## src/rtl/raytrace_pkg.sv

```systemverilog
// Shared types and helpers for the primary-ray generator: camera vector layout,
// FSM state encoding and lane access for packed {z,y,x} vectors.
package raytrace_pkg;

    localparam int RG_COORD_W   = 11;
    localparam int RG_DIM_W     = 13;
    localparam int RG_DIR_W     = 32;
    localparam int RG_IDX_W     = 32;
    localparam int RG_MAX_CORES = 8;

    typedef logic signed [RG_COORD_W-1:0] coord_t;

    typedef struct packed {
        coord_t z;
        coord_t y;
        coord_t x;
    } vec3_t;

    typedef enum logic [1:0] {
        IDLE,
        LOAD,
        RUN
    } rg_state_t;

    function automatic vec3_t unpack_vec(input logic [3*RG_COORD_W-1:0] flat);
        return vec3_t'(flat);
    endfunction

    function automatic logic [3*RG_COORD_W-1:0] pack_vec(input vec3_t v);
        return v;
    endfunction

    // Lane 0 is x, lane 1 is y, lane 2 is z.
    function automatic coord_t get_lane(input vec3_t v, input int unsigned i);
        case (i)
            0:       return v.x;
            1:       return v.y;
            default: return v.z;
        endcase
    endfunction

endpackage

```

## src/rtl/ray_pixel_counter.sv

```systemverilog
// Strided pixel walker: steps x/y/idx by num_cores without division, flags the
// final pixel of this core's share and stops once it has been issued.
module ray_pixel_counter
    import raytrace_pkg::*;
#(
    parameter int DIM_W  = RG_DIM_W,
    parameter int IDX_W  = RG_IDX_W,
    parameter int CORE_W = 4
) (
    input  logic              clk,
    input  logic              reset_n,
    input  logic              load,
    input  logic              clear,
    input  logic              en,
    input  logic [CORE_W-1:0] core_id,
    input  logic [CORE_W-1:0] num_cores,
    input  logic [DIM_W-1:0]  img_w,
    input  logic [IDX_W-1:0]  total,
    output logic              pix_valid,
    output logic [DIM_W-1:0]  x,
    output logic [DIM_W-1:0]  y,
    output logic [IDX_W-1:0]  idx,
    output logic              last
);

    logic [DIM_W:0]   x_sum;
    logic [DIM_W:0]   w_ext;
    logic [IDX_W-1:0] idx_sum;

    assign x_sum   = {1'b0, x} + (DIM_W+1)'(num_cores);
    assign w_ext   = {1'b0, img_w};
    assign idx_sum = idx + IDX_W'(num_cores);
    assign last    = (idx_sum >= total);

    // num_cores never exceeds the width, so one conditional subtract wraps x.
    always_ff @(posedge clk) begin
        if (!reset_n) begin
            pix_valid <= 1'b0;
            x         <= '0;
            y         <= '0;
            idx       <= '0;
        end else if (clear) begin
            pix_valid <= 1'b0;
        end else if (load) begin
            pix_valid <= 1'b1;
            x         <= DIM_W'(core_id);
            y         <= '0;
            idx       <= IDX_W'(core_id);
        end else if (en && pix_valid) begin
            idx <= idx_sum;
            if (x_sum >= w_ext) begin
                x <= DIM_W'(x_sum - w_ext);
                y <= y + 1'b1;
            end else begin
                x <= x_sum[DIM_W-1:0];
            end
            if (last) begin
                pix_valid <= 1'b0;
            end
        end
    end

endmodule

```

## src/rtl/ray_gen_stream.sv

```systemverilog
// Streaming primary-ray generator for one core of an interleaved frame render:
// config check/latch, pixel walk, offset stage, 3-lane MAC and a valid/ready output register.
module ray_gen_stream
    import raytrace_pkg::*;
#(
    parameter int  COORD_W   = RG_COORD_W,
    parameter int  DIM_W     = RG_DIM_W,
    parameter int  DIR_W     = RG_DIR_W,
    parameter int  IDX_W     = RG_IDX_W,
    parameter int  MAX_CORES = RG_MAX_CORES,
    localparam int CORE_W    = $clog2(MAX_CORES+1)
) (
    input  logic                 clk,
    input  logic                 reset_n,
    input  logic                 start,
    input  logic                 abort,
    input  logic [3*COORD_W-1:0] cam_fwd,
    input  logic [3*COORD_W-1:0] cam_right,
    input  logic [3*COORD_W-1:0] cam_up,
    input  logic [DIM_W-1:0]     img_w,
    input  logic [DIM_W-1:0]     img_h,
    input  logic [CORE_W-1:0]    core_id,
    input  logic [CORE_W-1:0]    num_cores,
    output logic                 ray_valid,
    input  logic                 ray_ready,
    output logic [3*DIR_W-1:0]   ray_dir,
    output logic [IDX_W-1:0]     ray_index,
    output logic                 ray_last,
    output logic                 busy,
    output logic                 done,
    output logic                 cfg_err
);

    localparam int PROD_W = COORD_W + DIM_W + 1;
    localparam int SUM_W  = (PROD_W + 2 > DIR_W) ? PROD_W + 2 : DIR_W;

    rg_state_t state_reg, state_next;

    logic [2*DIM_W-1:0] area;
    logic               cfg_ok;
    logic               accept;
    logic               reject;
    logic               adv;
    logic               finish;

    logic [DIM_W-1:0]   w_reg, h_reg;
    logic [CORE_W-1:0]  nc_reg;
    logic [IDX_W-1:0]   total_reg;
    vec3_t              fwd_reg, right_reg, up_reg;

    logic               pix_valid, pix_last;
    logic [DIM_W-1:0]   pix_x, pix_y;
    logic [IDX_W-1:0]   pix_idx;

    logic               s1_valid_reg, s1_last_reg;
    logic signed [DIM_W:0] dx_reg, dy_reg;
    logic [IDX_W-1:0]   s1_idx_reg;

    logic               ray_valid_reg, ray_last_reg, done_reg, cfg_err_reg;
    logic [3*DIR_W-1:0] ray_dir_reg;
    logic [IDX_W-1:0]   ray_index_reg;
    logic [DIR_W-1:0]   dir_lane [3];

    assign area   = (2*DIM_W)'(img_w) * (2*DIM_W)'(img_h);
    assign cfg_ok = (num_cores != '0) && (num_cores <= CORE_W'(MAX_CORES)) &&
                    (DIM_W'(num_cores) <= img_w) && (core_id < num_cores) &&
                    (img_w != '0) && (img_h != '0) && ((2*DIM_W)'(core_id) < area);

    // abort dominates start, so a simultaneous pair neither loads nor errors.
    assign accept = (state_reg == IDLE) && start && !abort && cfg_ok;
    assign reject = (state_reg == IDLE) && start && !abort && !cfg_ok;
    assign adv    = (state_reg != IDLE) && (!ray_valid_reg || ray_ready);
    assign finish = (state_reg == RUN) && ray_valid_reg && ray_ready && ray_last_reg;

    always_ff @(posedge clk) begin
        if (!reset_n) begin
            state_reg <= IDLE;
        end else begin
            state_reg <= state_next;
        end
    end

    always_comb begin
        state_next = state_reg;
        case (state_reg)
            IDLE:    if (accept) state_next = LOAD;
            LOAD:    state_next = RUN;
            RUN:     if (finish) state_next = IDLE;
            default: state_next = IDLE;
        endcase
        if (abort) begin
            state_next = IDLE;
        end
    end

    ray_pixel_counter #(
        .DIM_W  (DIM_W),
        .IDX_W  (IDX_W),
        .CORE_W (CORE_W)
    ) u_counter (
        .clk       (clk),
        .reset_n   (reset_n),
        .load      (accept),
        .clear     (abort),
        .en        (adv),
        .core_id   (core_id),
        .num_cores (nc_reg),
        .img_w     (w_reg),
        .total     (total_reg),
        .pix_valid (pix_valid),
        .x         (pix_x),
        .y         (pix_y),
        .idx       (pix_idx),
        .last      (pix_last)
    );

    genvar gi;
    generate
        for (gi = 0; gi < 3; gi++) begin : g_lane
            logic signed [PROD_W-1:0] prod_r, prod_u;
            logic signed [SUM_W-1:0]  lane_sum;

            assign prod_r   = PROD_W'(get_lane(right_reg, gi)) * PROD_W'(dx_reg);
            assign prod_u   = PROD_W'(get_lane(up_reg, gi)) * PROD_W'(dy_reg);
            assign lane_sum = SUM_W'(prod_r) + SUM_W'(prod_u) + SUM_W'(get_lane(fwd_reg, gi));
            assign dir_lane[gi] = lane_sum[DIR_W-1:0];
        end
    endgenerate

    always_ff @(posedge clk) begin
        if (!reset_n) begin
            w_reg         <= '0;
            h_reg         <= '0;
            nc_reg        <= '0;
            total_reg     <= '0;
            fwd_reg       <= '0;
            right_reg     <= '0;
            up_reg        <= '0;
            s1_valid_reg  <= 1'b0;
            s1_last_reg   <= 1'b0;
            s1_idx_reg    <= '0;
            dx_reg        <= '0;
            dy_reg        <= '0;
            ray_valid_reg <= 1'b0;
            ray_last_reg  <= 1'b0;
            ray_dir_reg   <= '0;
            ray_index_reg <= '0;
            done_reg      <= 1'b0;
            cfg_err_reg   <= 1'b0;
        end else begin
            done_reg    <= finish && !abort;
            cfg_err_reg <= reject;
            if (accept) begin
                w_reg        <= img_w;
                h_reg        <= img_h;
                nc_reg       <= num_cores;
                total_reg    <= IDX_W'(area);
                fwd_reg      <= unpack_vec(cam_fwd);
                right_reg    <= unpack_vec(cam_right);
                up_reg       <= unpack_vec(cam_up);
                s1_valid_reg <= 1'b0;
            end else if (abort || finish) begin
                s1_valid_reg  <= 1'b0;
                ray_valid_reg <= 1'b0;
                ray_last_reg  <= 1'b0;
            end else if (adv) begin
                // Whole pipe advances together; a stalled output freezes every stage.
                s1_valid_reg  <= pix_valid;
                s1_last_reg   <= pix_last;
                s1_idx_reg    <= pix_idx;
                dx_reg        <= $signed({1'b0, pix_x}) - $signed({1'b0, w_reg >> 1});
                dy_reg        <= $signed({1'b0, h_reg >> 1}) - $signed({1'b0, pix_y});
                ray_valid_reg <= s1_valid_reg;
                ray_last_reg  <= s1_valid_reg && s1_last_reg;
                ray_index_reg <= s1_idx_reg;
                ray_dir_reg   <= {dir_lane[2], dir_lane[1], dir_lane[0]};
            end
        end
    end

    assign ray_valid = ray_valid_reg;
    assign ray_last  = ray_last_reg;
    assign ray_dir   = ray_dir_reg;
    assign ray_index = ray_index_reg;
    assign busy      = (state_reg != IDLE);
    assign done      = done_reg;
    assign cfg_err   = cfg_err_reg;

endmodule

```

## config.mk

```make
export PLATFORM = sky130hd
export DESIGN_NAME = ray_gen_stream
export DESIGN_NICKNAME = d
export VERILOG_FILES = /design/src/rtl/raytrace_pkg.sv /design/src/rtl/ray_pixel_counter.sv /design/src/rtl/ray_gen_stream.sv
export SDC_FILE = /design/constraint.sdc
export NUM_CORES = 2
export LEC_CHECK = 0
export ABC_CLOCK_PERIOD_IN_PS = 6950
export CORE_ASPECT_RATIO = 0.9
export CORE_MARGIN = 10
export CORE_UTILIZATION = 58
export CTS_CLUSTER_DIAMETER = 100
export DETAILED_ROUTE_END_ITERATION = 12
export GPL_ROUTABILITY_DRIVEN = 0
export PLACE_DENSITY = 0.79
export SETUP_SLACK_MARGIN = 0.2
export SLEW_MARGIN = 40
export SYNTH_ARGS = -nofsm -noshare
export SYNTH_HDL_FRONTEND = slang
export SYNTH_SLANG_ARGS = --single-unit
```

## constraint.sdc

```tcl
create_clock -name clk -period 6.95 [get_ports clk]
set_input_delay 1.39 -clock clk [delete_from_list [all_inputs] [get_ports clk]]
set_output_delay 1.39 -clock clk [all_outputs]
set_load 0.05 [all_outputs]
```

; After elaboration in Yosys (flattened, before gate mapping)
; Index checks and enable logic that the tools add are counted.
; Widths: inputs -> output; s select.
[word_totals]
regBits = 410
input_bits = 138
elab_cells = 119
[op_classes]
addsub = 12
n_mul = 7
n_lt_le_gt_ge = 6
n_eq_ne = 4
muxes = 18
n_bitwise = 4
n_reduce_logical = 39
[ops]
columns = cell, count
row1 = $mul 11x14->25, 6
row2 = $add 26x11->27, 3
row3 = $add 25x25->26, 3
row4 = $mux 13, 6
row5 = $mux 32, 2
row6 = $add 32x4->32, 1
row7 = $ge 32x26->1, 1
row8 = $lt 4x26->1, 1
row9 = $mul 13x13->26, 1
row10 = $reduce_bool 13->1, 2
row11 = $logic_and 1x1->1, 17
row12 = $add 13x4->14, 1
row13 = $ge 14x13->1, 1
row14 = $sub 12x13->14, 1
row15 = $sub 13x12->14, 1
row16 = $add 13x1->13 const B, 1
row17 = $le 4x13->1, 1
row18 = $sub 13x13->13, 1
row19 = $reduce_bool 2->1, 5
row20 = $reduce_and 2->1, 4
row21 = $mux 1, 7
row22 = $pmux 2 s3, 1
row23 = $reduce_and 3->1, 2
row24 = $le 4x4->1 const B, 1
row25 = 12 further kinds, 20

; Depth between registers and ports, before layout
[depth]
depth_word = 10
depth_mapped = 27
depth_no_buf = 25

; Hierarchy
; From an unflattened synthesis, not the netlist that was laid out.
[hier_totals]
cells_unflattened = 7046
hier_area_um2 = 62555.0
[by_module_without_submodules]
columns = mod, n_inst, cells_each, area_per_inst_um2, seq_area_each_um2
row1 = ray_gen_stream, 1, 6402, 57574.0, 6706.4
row2 = ray_pixel_counter, 1, 644, 4981.0, 1181.1

; Worst setup path before layout
; OpenSTA, ideal clock, no wires.
[synth_path]
kind = input -> register
from = input img_h[1]
to = register u_counter.idx[0]
arrival_time_ns = 7.272
required_time_ns = 6.817
path_slack_ns = -0.455
path_stages = 24
path_buffers = 3
path_cell_list = clkbuf_1 > and2_1 > fa_1 > inv_1 > fa_1 > inv_1 > fa_1 > fa_1 > inv_1 > fa_1 > inv_1 > ha_1 > a2111oi_0 > o21ai_1 > and3_1 > o41a_1 > a31oi_1 > xor2_1 > or4b_1 > o211ai_2 > buf_6 > buf_4 > a2bb2oi_1 > a21oi_1
[synth_between]
elab_chain_cells = 6
word_cells_on_any_way = 9
cone_classes = mul: 1 / order compare: 1 / mux: 1 / reduce/logical: 6
[synth_lines]
columns = element, line
row1 = from (decl), ray_gen_stream.sv:21  ; input logic [DIM_W-1:0] img_h,
row2 = $mul 13x13->26 or $reduce_bool 13->1 (tied branches), "ray_gen_stream.sv:64, ray_gen_stream.sv:67"
row3 = $lt 4x26->1 or $logic_and 1x1->1 (tied branches), ray_gen_stream.sv:67  ; (img_w != '0) && (img_h != '0) && ((2*DIM_W)'(core_id) < area);
row4 = $logic_and 1x1->1 *, ray_gen_stream.sv:67
row5 = $logic_and 1x1->1 *, ray_gen_stream.sv:70  ; assign accept = (state_reg == IDLE) && start && !abort && cfg_ok;
row6 = $reduce_bool 2->1 (no source line), --
row7 = $reduce_and 2->1 (no source line), --
row8 = to (signal assigned), ray_pixel_counter.sv:48  ; idx <= IDX_W'(core_id);
row9 = to (signal assigned), ray_pixel_counter.sv:50  ; idx <= idx_sum;
row10 = to (decl), ray_pixel_counter.sv:22  ; output logic [IDX_W-1:0] idx,
; Every way passes the cells marked *; elsewhere a longest branch is shown, timed or not.
; A chain may end at the register's enable or synchronous reset.

; Final worst setup path
[layout_path]
from = input img_w[2]
to = register total_reg[25]
[layout_between]
elab_chain_cells = 7
word_cells_on_any_way = 10
cone_classes = mul: 1 / order compare: 2 / reduce/logical: 7
[layout_lines]
columns = element, line
row1 = from (decl), ray_gen_stream.sv:20  ; input logic [DIM_W-1:0] img_w,
row2 = branches (longest 7 deep; another with $mul 13x13->26), --
row3 = to (signal assigned), ray_gen_stream.sv:157  ; total_reg <= IDX_W'(area);
row4 = to (decl), ray_gen_stream.sv:48  ; logic [IDX_W-1:0] total_reg;
; Several ways; the timed one is not identified.

==> flow_summary_export.csv <==
group,metric,value,unit
synthesis,syn_avg_cell_area,9.12,um^2
timing,drv_slew,0,
detailed_routing,drt.antenna.violating_nets,0,
timing,layout_min_cycle_time,7470,ps
synthesis,yosys.area_share.xor_xnor,2.97,%
flow_run,drv_cap,0,
clocking,cts_buffers,48,
floorplan,initial_core_util,58.7,%
detailed_routing,vias,50200,
detailed_routing,viasPerCell,5.69,
setup_path,cp_slowest_stage_delay,490,ps
outcome,outcome,"finished with violations",
synthesis,synth_area,61100,um^2
clocking,cts_max_level,2,
power_and_ir_drop,p_leak,33.2,nW
synthesis,synth_warnings,0,
final_layout,final_core_util,72.0,%
floorplan,dieArea,119000,um^2
synthesis,synth_ff_type,"dfxtp_1",
synthesis,synth_commonest_cells,"inv_1, fa_1, nand2_1",
timing,clock_skew,52.7,ps
synthesis,synth_cell_type_count,83,
global_route,met2_usage,50.9,%
synthesis,syn_nets,8530,
synthesis,synthAdderAreaFrac,49.8,%
detailed_routing,drt_iter0_markers,4543,
synthesis,muxShareOfSynthArea,2.59,%
clocking,root_buffer,"clkbuf_16",
power_and_ir_drop,powerDensity,169,nW/um^2
power_and_ir_drop,power.total,0.0127,W
timing,rsz0062_at_grt,"yes",
setup_path,cp_data_arrival_time,7980,ps
synthesis,ys_ff_latch,394,
synthesis,synth_edf_count,0,
final_layout,final_nets,9234,
setup_path,worstPathMaxFanout,6,
setup_path,critPathLaunchType,"input port",
synthesis,synth_seq_area_share,12.9,%
floorplan,die_x,362,um
placed_design,place_inst,8572,
power_and_ir_drop,switchingPower,0.00531,W
setup_path,cpMostUsedCell,"buf_6",
setup_path,endpoint_kind,"flop",
clocking,cts_buffer_depth,3,
setup_path,crit_slowest_cell,"fa_1",
power_and_ir_drop,pwr-share-comb,58.5,%
global_route,grt_pass1_vias,54100,
synthesis,synth_top_family_by_area,"adder cells",
power_and_ir_drop,clkPwrFrac,22.6,%
timing,setup_viol,223,
detailed_routing,wire_per_inst,21.3,um
timing,hold_viol,0,
clocking,tritoncts,"yes",
synthesis,synth-compound-area-share,5.79,%
final_layout,drive_gt1_share,16.3,%
floorplan,die_h,328,um
clocking,clk_latency,670,ps
global_route,gr-usage-met3,7.24,%
global_route,grt_max_degree,98,
global_route,grt_remaining_overflow,0,
setup_path,worstSetupPathType,"in2reg",
timing,min_period_over_period,108,%
final_layout,final_area,75000,um^2
placed_design,io_buffers,270,
detailed_routing,drc,0,
power_and_ir_drop,peakVddDrop,0.483,mV
power_and_ir_drop,internal_power,0.00735,W
synthesis,synth.most_common_cell,"inv_1",
final_layout,stdcell_count,8812,
final_layout,area_delta_synth_final,22.7,%
clocking,clk_pin_slew_worst_paths,70,ps
timing,tightest_slew,849,ps
final_layout,largest_reg_flops,81,
timing,clock.fmax,134,MHz
setup_path,crit_buf_inv,22,
detailed_routing,drt_wl_total,188000,um
global_route,grt_usage,30.2,%
global_route,antenna_found_initial,7,
floorplan,rows,112,
synthesis,synthSimpleGateAreaFrac,15.2,%
synthesis,synth_top_area_cell,"fa_1",
detailed_routing,drtPass1Iterations,10,
timing,max_slew_margin,43.2,%
placed_design,dp_hpwl,139000,um
floorplan,coreArea,104000,um^2
timing,setup_ws,-524,ps
hold_path,min_path_type,"reg2reg",
setup_path,path_delay_family,"buffers and inverters",
global_route,met1_usage,37.0,%
power_and_ir_drop,p_seq_share,18.9,%
synthesis,async_reset_ff_share,0,%
setup_path,cp_data_required_time,7460,ps
global_route,grt_pass1_wl,286000,um
setup_path,ff2ff_setup_slack,-320,ps
clocking,cts_sinks,394,
outcome,violations,"negative setup slack",
placed_design,dpl_cell_area,68900,um^2
global_route,top_usage_layer,"met2",
synthesis,synth_area_leaders,"fa_1, dfxtp_1, ha_1",
power_and_ir_drop,sw_frac_of_total,41.9,%
synthesis,syn_inst,6697,
floorplan,ios,271,
synthesis,yosysTopAreaCellShare,40.3,%
[worst reg2reg max path: cells and delay by family (launching register included)]
kind | cells | cell delay, ps
DFF | 1 | 350
adders and majority gates | 8 | 3910
and+or+nand+nor | 3 | 590
xor gates and xnor gates | 1 | 160
AOI/OAI and AO/OA | 5 | 890
buffers and inverters | 9 | 1190
[what timing repair did]
action | in CTS | in global routing
setup endpoints to repair | 242 | 248
gates resized for setup | 417 | 367
buffers inserted | 74 | 51
hold buffers | 0 | 0
pin swaps | 162 | 209
cloned | 18 | 4
[through the flow]
| step | setup slack, ps | hold slack [ps] | setup TNS, ps |
|---|---|---|---|
| after floorplan | -181 | 432 | -28320 |
| after global placement | -1170 | 437 | -229120 |
| after detailed placement | -1330 | 442 | -265280 |
| after CTS | -259 | 450 | -29960 |
| after global routing | -770 | 470 | -131150 |
| final | -524 | 449 | -68840 |
[layer usage]
metal	share of wire [%]	vias to the layer above
met4	5.8	2
li1	-	21600
met5	0.011	-
met2	48	2793
met1	36	24900
met3	11	834
[path summary, 6_finish.rpt]
| check | start | end | depth (start not counted) |
|---|---|---|---|
| setup / recovery | img_w[2] | total_reg[25] | 37 |
| hold / removal | ray_dir[41] | ray_dir[41] | 2 |
| setup reg to reg | right_reg[1] | ray_dir[31] | 26 |
| hold reg to reg | ray_dir[41] | ray_dir[41] | 2 |
[kinds of logic after synthesis]
kind of cell | Yosys count
xor gates and xnor gates | 207
buffers and inverters | 1675
DFF | 394
AOI/OAI and AO/OA | 567
adders and majority gates | 1695
muxes | 158
and+or+nand+nor | 2001
[area by class of cell]
class | instances | area, um^2
diodes | 3 | 7.51
flip-flops and latches | 394 | 8000
fillers | 6745 | 29200
clock inverters | 35 | 513
repair buffers | 975 | 9790
inverters | 1354 | 5090
multi-input cells | 4628 | 48600
well taps | 1368 | 1710
clock buffers | 55 | 1260
[placed cells by master (no fill, tap or decap), types with 51 or more instances in the layout]
cell and count:
inv_1 1317, clkdlybuf4s50_1 243, xor2_1 71, fa_1 1204
nand2b_1 53, nor2_1 297, nor2b_1 52, a21oi_1 207
ha_1 429, mux2i_1 133, nand3_1 60, buf_6 91
buf_12 71, nand2_1 883, buf_4 500, and2_1 424
o21ai_0 77, clkbuf_16 51, xnor2_1 131, dfxtp_1 339
[power groups by stage]
stage               Sequential, W  Clock, W  Combinational [W]
floorplan                 0.00241         0            0.00317
global placement          0.00243         0            0.00573
detailed placement        0.00243         0            0.00586
finish                    0.00239   0.00287            0.00740
global route              0.00239   0.00298            0.00778
CTS                       0.00238   0.00288            0.00639
Power figures use the tool's default switching activity.
